`config.mk`:
```
export PLATFORM = sky130hd
export DESIGN_NAME = mptw_arbiter
export DESIGN_NICKNAME = d
export VERILOG_FILES = /design/src/rtl/mptw_arbiter.sv
export SDC_FILE = /design/constraint.sdc
export NUM_CORES = 1
export LEC_CHECK = 0
export ABC_AREA = 1
export BUFFER_PORTS_ARGS = -buffer_cell sky130_fd_sc_hd__buf_2
export CORE_MARGIN = 2
export CORE_UTILIZATION = 38
export CTS_CLUSTER_SIZE = 20
export DETAILED_ROUTE_END_ITERATION = 10
export GPL_TIMING_DRIVEN = 0
export PLACE_DENSITY_LB_ADDON = 0.15
export SLEW_MARGIN = 20
export SYNTH_ARGS = -nofsm -noshare
export SYNTH_HDL_FRONTEND = slang
export SYNTH_SLANG_ARGS = --single-unit
```
`constraint.sdc`:
```
create_clock -name clk_i -period 1.53 [get_ports clk_i]
set_input_delay 0.459 -clock clk_i [delete_from_list [all_inputs] [get_ports clk_i]]
set_output_delay 0.459 -clock clk_i [all_outputs]
set_load 0.05 [all_outputs]
```
`src/rtl/mptw_arbiter.sv`:
```
`default_nettype none
// ============================================================================
//  Module      : mptw_arbiter
//  Description : Round-robin arbiter sharing one MPT walker between the store
//                buffer (port 0) and the load unit (port 1). One walk is in
//                flight at a time. The result is held until the owner
//                consumes it.
//  Revision    : 1.0 - initial release
// ============================================================================
module mptw_arbiter #(
  parameter int NR_PORTS = 2,
  parameter int PLEN     = 56
) (
  input  logic                     clk_i,
  input  logic                     rst_i,
  input  logic                     flush_i,
  input  logic [NR_PORTS-1:0]      req_enable_i,
  input  logic [NR_PORTS*PLEN-1:0] req_paddr_i,
  input  logic [NR_PORTS-1:0]      req_store_i,
  input  logic [NR_PORTS-1:0]      req_done_i,
  output logic [NR_PORTS-1:0]      req_valid_o,
  output logic [NR_PORTS-1:0]      req_allow_o,
  output logic                     walk_req_o,
  output logic [PLEN-1:0]          walk_paddr_o,
  output logic                     walk_store_o,
  input  logic                     walk_gnt_i,
  input  logic                     walk_valid_i,
  input  logic                     walk_allow_i
);

  localparam int PTR_W = (NR_PORTS > 1) ? $clog2(NR_PORTS) : 1;
  localparam logic [PTR_W-1:0] LAST_PORT = PTR_W'(NR_PORTS - 1);
  localparam logic [PTR_W:0]   NR_PORTS_W = (PTR_W + 1)'(NR_PORTS);

  localparam logic [2:0] S_IDLE  = 3'd0;
  localparam logic [2:0] S_REQ   = 3'd1;
  localparam logic [2:0] S_WAIT  = 3'd2;
  localparam logic [2:0] S_RESP  = 3'd3;
  localparam logic [2:0] S_DRAIN = 3'd4;

  logic [2:0]       state_q,  state_d;
  logic [PTR_W-1:0] rr_ptr_q, rr_ptr_d;
  logic [PTR_W-1:0] owner_q,  owner_d;
  logic             abort_q,  abort_d;
  logic             allow_q,  allow_d;
  logic             store_q,  store_d;
  logic [PLEN-1:0]  paddr_q,  paddr_d;

  logic [2*NR_PORTS-1:0] rot_en;
  logic [PTR_W:0]        pick_off;
  logic [PTR_W:0]        pick_sum;
  logic [PTR_W-1:0]      pick_idx;
  logic                  pick_vld;
  logic [PLEN-1:0]       pick_paddr;
  logic                  pick_store;
  logic                  owner_en;
  logic                  owner_done;
  logic [NR_PORTS-1:0]   owner_oh;
  logic                  abort_now;

  // Round-robin pick: first enabled port at or after rr_ptr, wrapping.
  always_comb begin
    rot_en   = {req_enable_i, req_enable_i} >> rr_ptr_q;
    pick_vld = 1'b0;
    pick_off = '0;
    for (int i = 0; i < NR_PORTS; i++) begin
      if (!pick_vld && rot_en[i]) begin
        pick_vld = 1'b1;
        pick_off = (PTR_W + 1)'(i);
      end
    end
    pick_sum = {1'b0, rr_ptr_q} + pick_off;
    if (pick_sum >= NR_PORTS_W) begin
      pick_sum = pick_sum - NR_PORTS_W;
    end
    pick_idx = pick_sum[PTR_W-1:0];
  end

  // Per-port muxing of the picked request and of the current owner's controls.
  always_comb begin
    pick_paddr = '0;
    pick_store = 1'b0;
    owner_en   = 1'b0;
    owner_done = 1'b0;
    owner_oh   = '0;
    for (int i = 0; i < NR_PORTS; i++) begin
      if (pick_idx == PTR_W'(i)) begin
        pick_paddr = req_paddr_i[i*PLEN +: PLEN];
        pick_store = req_store_i[i];
      end
      if (owner_q == PTR_W'(i)) begin
        owner_en    = req_enable_i[i];
        owner_done  = req_done_i[i];
        owner_oh[i] = 1'b1;
      end
    end
  end

  // A walk is abandoned once flushed or once its owner stops asking for it.
  assign abort_now = abort_q | flush_i | ~owner_en;

  // Next-state logic for the single-walk-in-flight FSM.
  always_comb begin
    state_d  = state_q;
    rr_ptr_d = rr_ptr_q;
    owner_d  = owner_q;
    abort_d  = abort_q;
    allow_d  = allow_q;
    store_d  = store_q;
    paddr_d  = paddr_q;
    case (state_q)
      S_IDLE: begin
        if (!flush_i && pick_vld) begin
          owner_d  = pick_idx;
          paddr_d  = pick_paddr;
          store_d  = pick_store;
          abort_d  = 1'b0;
          rr_ptr_d = (pick_idx == LAST_PORT) ? '0 : pick_idx + 1'b1;
          state_d  = S_REQ;
        end
      end
      S_REQ: begin
        // The request is never retracted; an abort only decides where the
        // walker's eventual answer goes.
        if (walk_gnt_i) begin
          abort_d = 1'b0;
          if (walk_valid_i) begin
            if (abort_now) begin
              state_d = S_IDLE;
            end else begin
              allow_d = walk_allow_i;
              state_d = S_RESP;
            end
          end else begin
            state_d = abort_now ? S_DRAIN : S_WAIT;
          end
        end else begin
          abort_d = abort_now;
        end
      end
      S_WAIT: begin
        // A result arriving together with an abort is simply dropped, since
        // no further pulse would come to end a drain.
        if (walk_valid_i) begin
          if (flush_i || !owner_en) begin
            state_d = S_IDLE;
          end else begin
            allow_d = walk_allow_i;
            state_d = S_RESP;
          end
        end else if (flush_i || !owner_en) begin
          state_d = S_DRAIN;
        end
      end
      S_RESP: begin
        // Enable dropping here is normal: the store buffer lowers it on valid.
        if (owner_done || flush_i) begin
          state_d = S_IDLE;
        end
      end
      S_DRAIN: begin
        if (walk_valid_i) begin
          state_d = S_IDLE;
        end
      end
      default: begin
        state_d = S_IDLE;
      end
    endcase
  end

  // State and datapath registers with synchronous reset.
  always_ff @(posedge clk_i) begin
    if (rst_i) begin
      state_q  <= S_IDLE;
      rr_ptr_q <= '0;
      owner_q  <= '0;
      abort_q  <= 1'b0;
      allow_q  <= 1'b0;
      store_q  <= 1'b0;
      paddr_q  <= '0;
    end else begin
      state_q  <= state_d;
      rr_ptr_q <= rr_ptr_d;
      owner_q  <= owner_d;
      abort_q  <= abort_d;
      allow_q  <= allow_d;
      store_q  <= store_d;
      paddr_q  <= paddr_d;
    end
  end

  assign walk_req_o   = (state_q == S_REQ);
  assign walk_paddr_o = paddr_q;
  assign walk_store_o = store_q;
  assign req_valid_o  = (state_q == S_RESP) ? owner_oh : '0;
  assign req_allow_o  = (state_q == S_RESP && allow_q) ? owner_oh : '0;

  a_valid_onehot0 : assert property (@(posedge clk_i) disable iff (rst_i)
    $onehot0(req_valid_o));
  a_walk_req_in_req : assert property (@(posedge clk_i) disable iff (rst_i)
    walk_req_o |-> (state_q == S_REQ));
  a_no_valid_without_gnt : assert property (@(posedge clk_i) disable iff (rst_i)
    ((state_q == S_REQ) && walk_valid_i) |-> walk_gnt_i);

endmodule
`default_nettype wire

```
==> flow_summary.ini <==
[status]
outcome = finished with violations
violations = setup timing

[setup_path]
path_cells = buf_4, inv_4, nand3_4, inv_4, buf_8
crit_start = state_q[1]$_SDFFE_PP0P_
r2r-start = state_q[0]$_SDFFE_PP0P_
start_kind = register
slowest_delay_ns = 0.37
worstPathRequired_ns = 1.07
cp_max_fo = 3
end_kind = primary output
cp_num_buf_inv = 4
arrival_ns = 1.17
crit_type = register to primary output
critical-path-top-delay-family = buffers and inverters
slowest_stage = dfxtp_4
cp_common_cell = inv_4

[place]
dp_hpwl_um = 7290
place_congestion = 0.909
numPortBuffers = 184
pre_cts_ws_ns = -0.406

[synthesis]
synth_area_mm2 = 0.00292
yosysSeqAreaShare_pct = 43.9
synth_xor_area_share_pct = 0
yosys.area.top_type = dfxtp_1
synth.avg_cell_area_um2 = 7.01
synth-seq-cells = 64
synth.distinct_cells = 21
synth_top_area_share_pct = 43.9
synth_top_family_by_area = simple AND/OR/NAND/NOR gates
synth_compound_area_share_pct = 14.3
synth_area_leaders = dfxtp_1 (44%), nand2_1 (18%), a31oi_1 (12%), nand3_1 (12%), nor2_1 (1.9%)
synth_warnings = 0
yosys.area_share.simple_pct = 34.5
muxShareOfSynthArea_pct = 0
syn_nets = 541
synth_adder_area_share_pct = 0
syn-instance-count = 417

[grt]
antenna_found_initial = 0
grt_max_degree = 20
gr-total-overflow = 0
grt_pass1_vias = 3435
grt.total_usage_pct = 23.5
grt_pass1_wl_um = 16100

[cts]
cts_buffer_depth = 2
tritoncts = built
clkSinkCount = 64
clk_latency_ns = 0.33
clk_pin_slew_worst_paths_ns = 0.06
clock-root-buffer = clkbuf_8
h-tree-depth = 3
cts_made_buffers = 9
cts_hold_buf = 0

[detailed_routing]
antenna_left = 0
wl_per_cell_um = 14.1
initialDrtViolationCount = 127
drc = 0
dr.pass1.iters = 7
vias_per_cell = 5.03
vias = 3685
wl_um = 10400

[sta]
fin_hold_ws_ns = 0.380
fmax_ghz = 0.614
setup_viol = 23
finalMaxSlewViolations = 0
rsz0062_at_grt = true
finalSetupTns_ns = -0.705
clock_skew_ns = 0.00995
worst_slew_pin_slew_ns = 0.548
finalCriticalPeriod_ns = 1.63
report.final.hold_viol_count = 0
finalCritPeriodShare_pct = 107
fin_ws_ns = -0.0995
relSlewSlack_pct = 63.4

[finish]
antennaDiodeCount = 0
post-route-util_pct = 62.2
drive_gt1_share_pct = 43.4
layout_common_cells = buf_2 (184), nand2_1 (130), nand3_1 (69), dfxtp_1 (60), a31oi_1 (55)
layout.nets = 754
fillers = 701
final_common_cell = buf_2
area_growth_pct = 56.1

[die]
fp.dieW_um = 91.7
die_area_mm2 = 0.00841
coreArea_mm2 = 0.00733
rows = 31
ios = 186
floorplan.initialDensity_pct = 39.9
fp.dieH_um = 91.7

[job]
maxCapViolCount = 0

[pwr]
leakage_nw = 2.12
p_per_area_mw_per_mm2 = 1180
irDropWorstVdd_v = 0.000508
fin_total_pwr_w = 0.00538

[hold_path]
worstHoldStart = walk_allow_i
hold_path_class = primary input to register
==> routing by layer <==
metal,GRT usage [%],share of wire (%),up-vias
li1,-,-,1848
met1,30.2,43,1671
met2,38.2,48,160
met3,5.92,8.2,6
met4,8.08,0.80,0
met5,0,0,-
==> through the flow <==
| stage | cell area [um2] | cells |
|---|---|---|
| detailed placement | 3980 | 700 |
| floorplan | 2930 | 417 |
| global placement | 3980 | 700 |
| CTS | 4300 | 722 |
| global route | 4560 | 733 |
| finish | 4560 | 733 |
==> where the power goes <==
group          total (W)  switching (W)  internal, W
Sequential       0.00198       0.000110      0.00187
Clock            0.00128       0.000619     0.000663
Combinational    0.00212        0.00142     0.000701
Total            0.00538        0.00214      0.00323
==> synthesized netlist by cell type, drive strengths merged <==
cell type  number
a211oi          1
a21oi           6
a31oi          57
buf            18
clkbuf         13
dfxtp          64
inv            17
nand2         143
nand3          71
nand4           4
nor2           17
nor3            2
o21ai           4
==> flip-flops by register name (all words and copies together) (netlist names) <==
| name | cells |
|---|---|
| walk_paddr_o | 56 |
| rr_ptr_q | 1 |
| owner_q | 1 |
| allow_q | 1 |
| state_q | 3 |
| abort_q | 1 |
| walk_store_o | 1 |
==> timing repair <==
item,in CTS,in global routing
gates cloned,0,3
gates resized for setup,33,51
setup buffers,9,10
setup endpoints to repair,65,64
pin swaps,2,8
==> cells by family (layout without fill, tap and decap cells) <==
logic type,Yosys count,count (layout)
buf+inv,48,265
flops,64,64
compound gates,68,68
simple gates,237,237
==> worst min-delay path: stages <==
cell    delay [ns]
buf_2         0.08
nor2_1        0.04
nor2_1        0.08
==> path summary, 6_finish.rpt <==
check	slack [ns]	to	cells after the start
max	-0.1	walk_req_o	5
min	0.38	allow_q$_SDFFE_PP0P_	3
max reg2reg	-0.06	walk_paddr_o[41]$_SDFFE_PP0P_	9
min reg2reg	0.49	walk_paddr_o[0]$_SDFFE_PP0P_	2
==> area by class of cell <==
| type | count | area [um2] | area share, % |
|---|---|---|---|
| Clock inverter | 3 | 17.5 | 0.384 |
| Sequential cell | 64 | 1290 | 28.4 |
| Multi-Input combinational cell | 305 | 1530 | 33.6 |
| Clock buffer | 12 | 155 | 3.40 |
| Timing Repair Buffer | 206 | 1170 | 25.8 |
| Inverter | 17 | 73.8 | 1.62 |
| Buffer | 27 | 189 | 4.14 |
| Tap cell | 99 | 124 | 2.72 |
No activity file was read; power rests on OpenSTA's default activity.
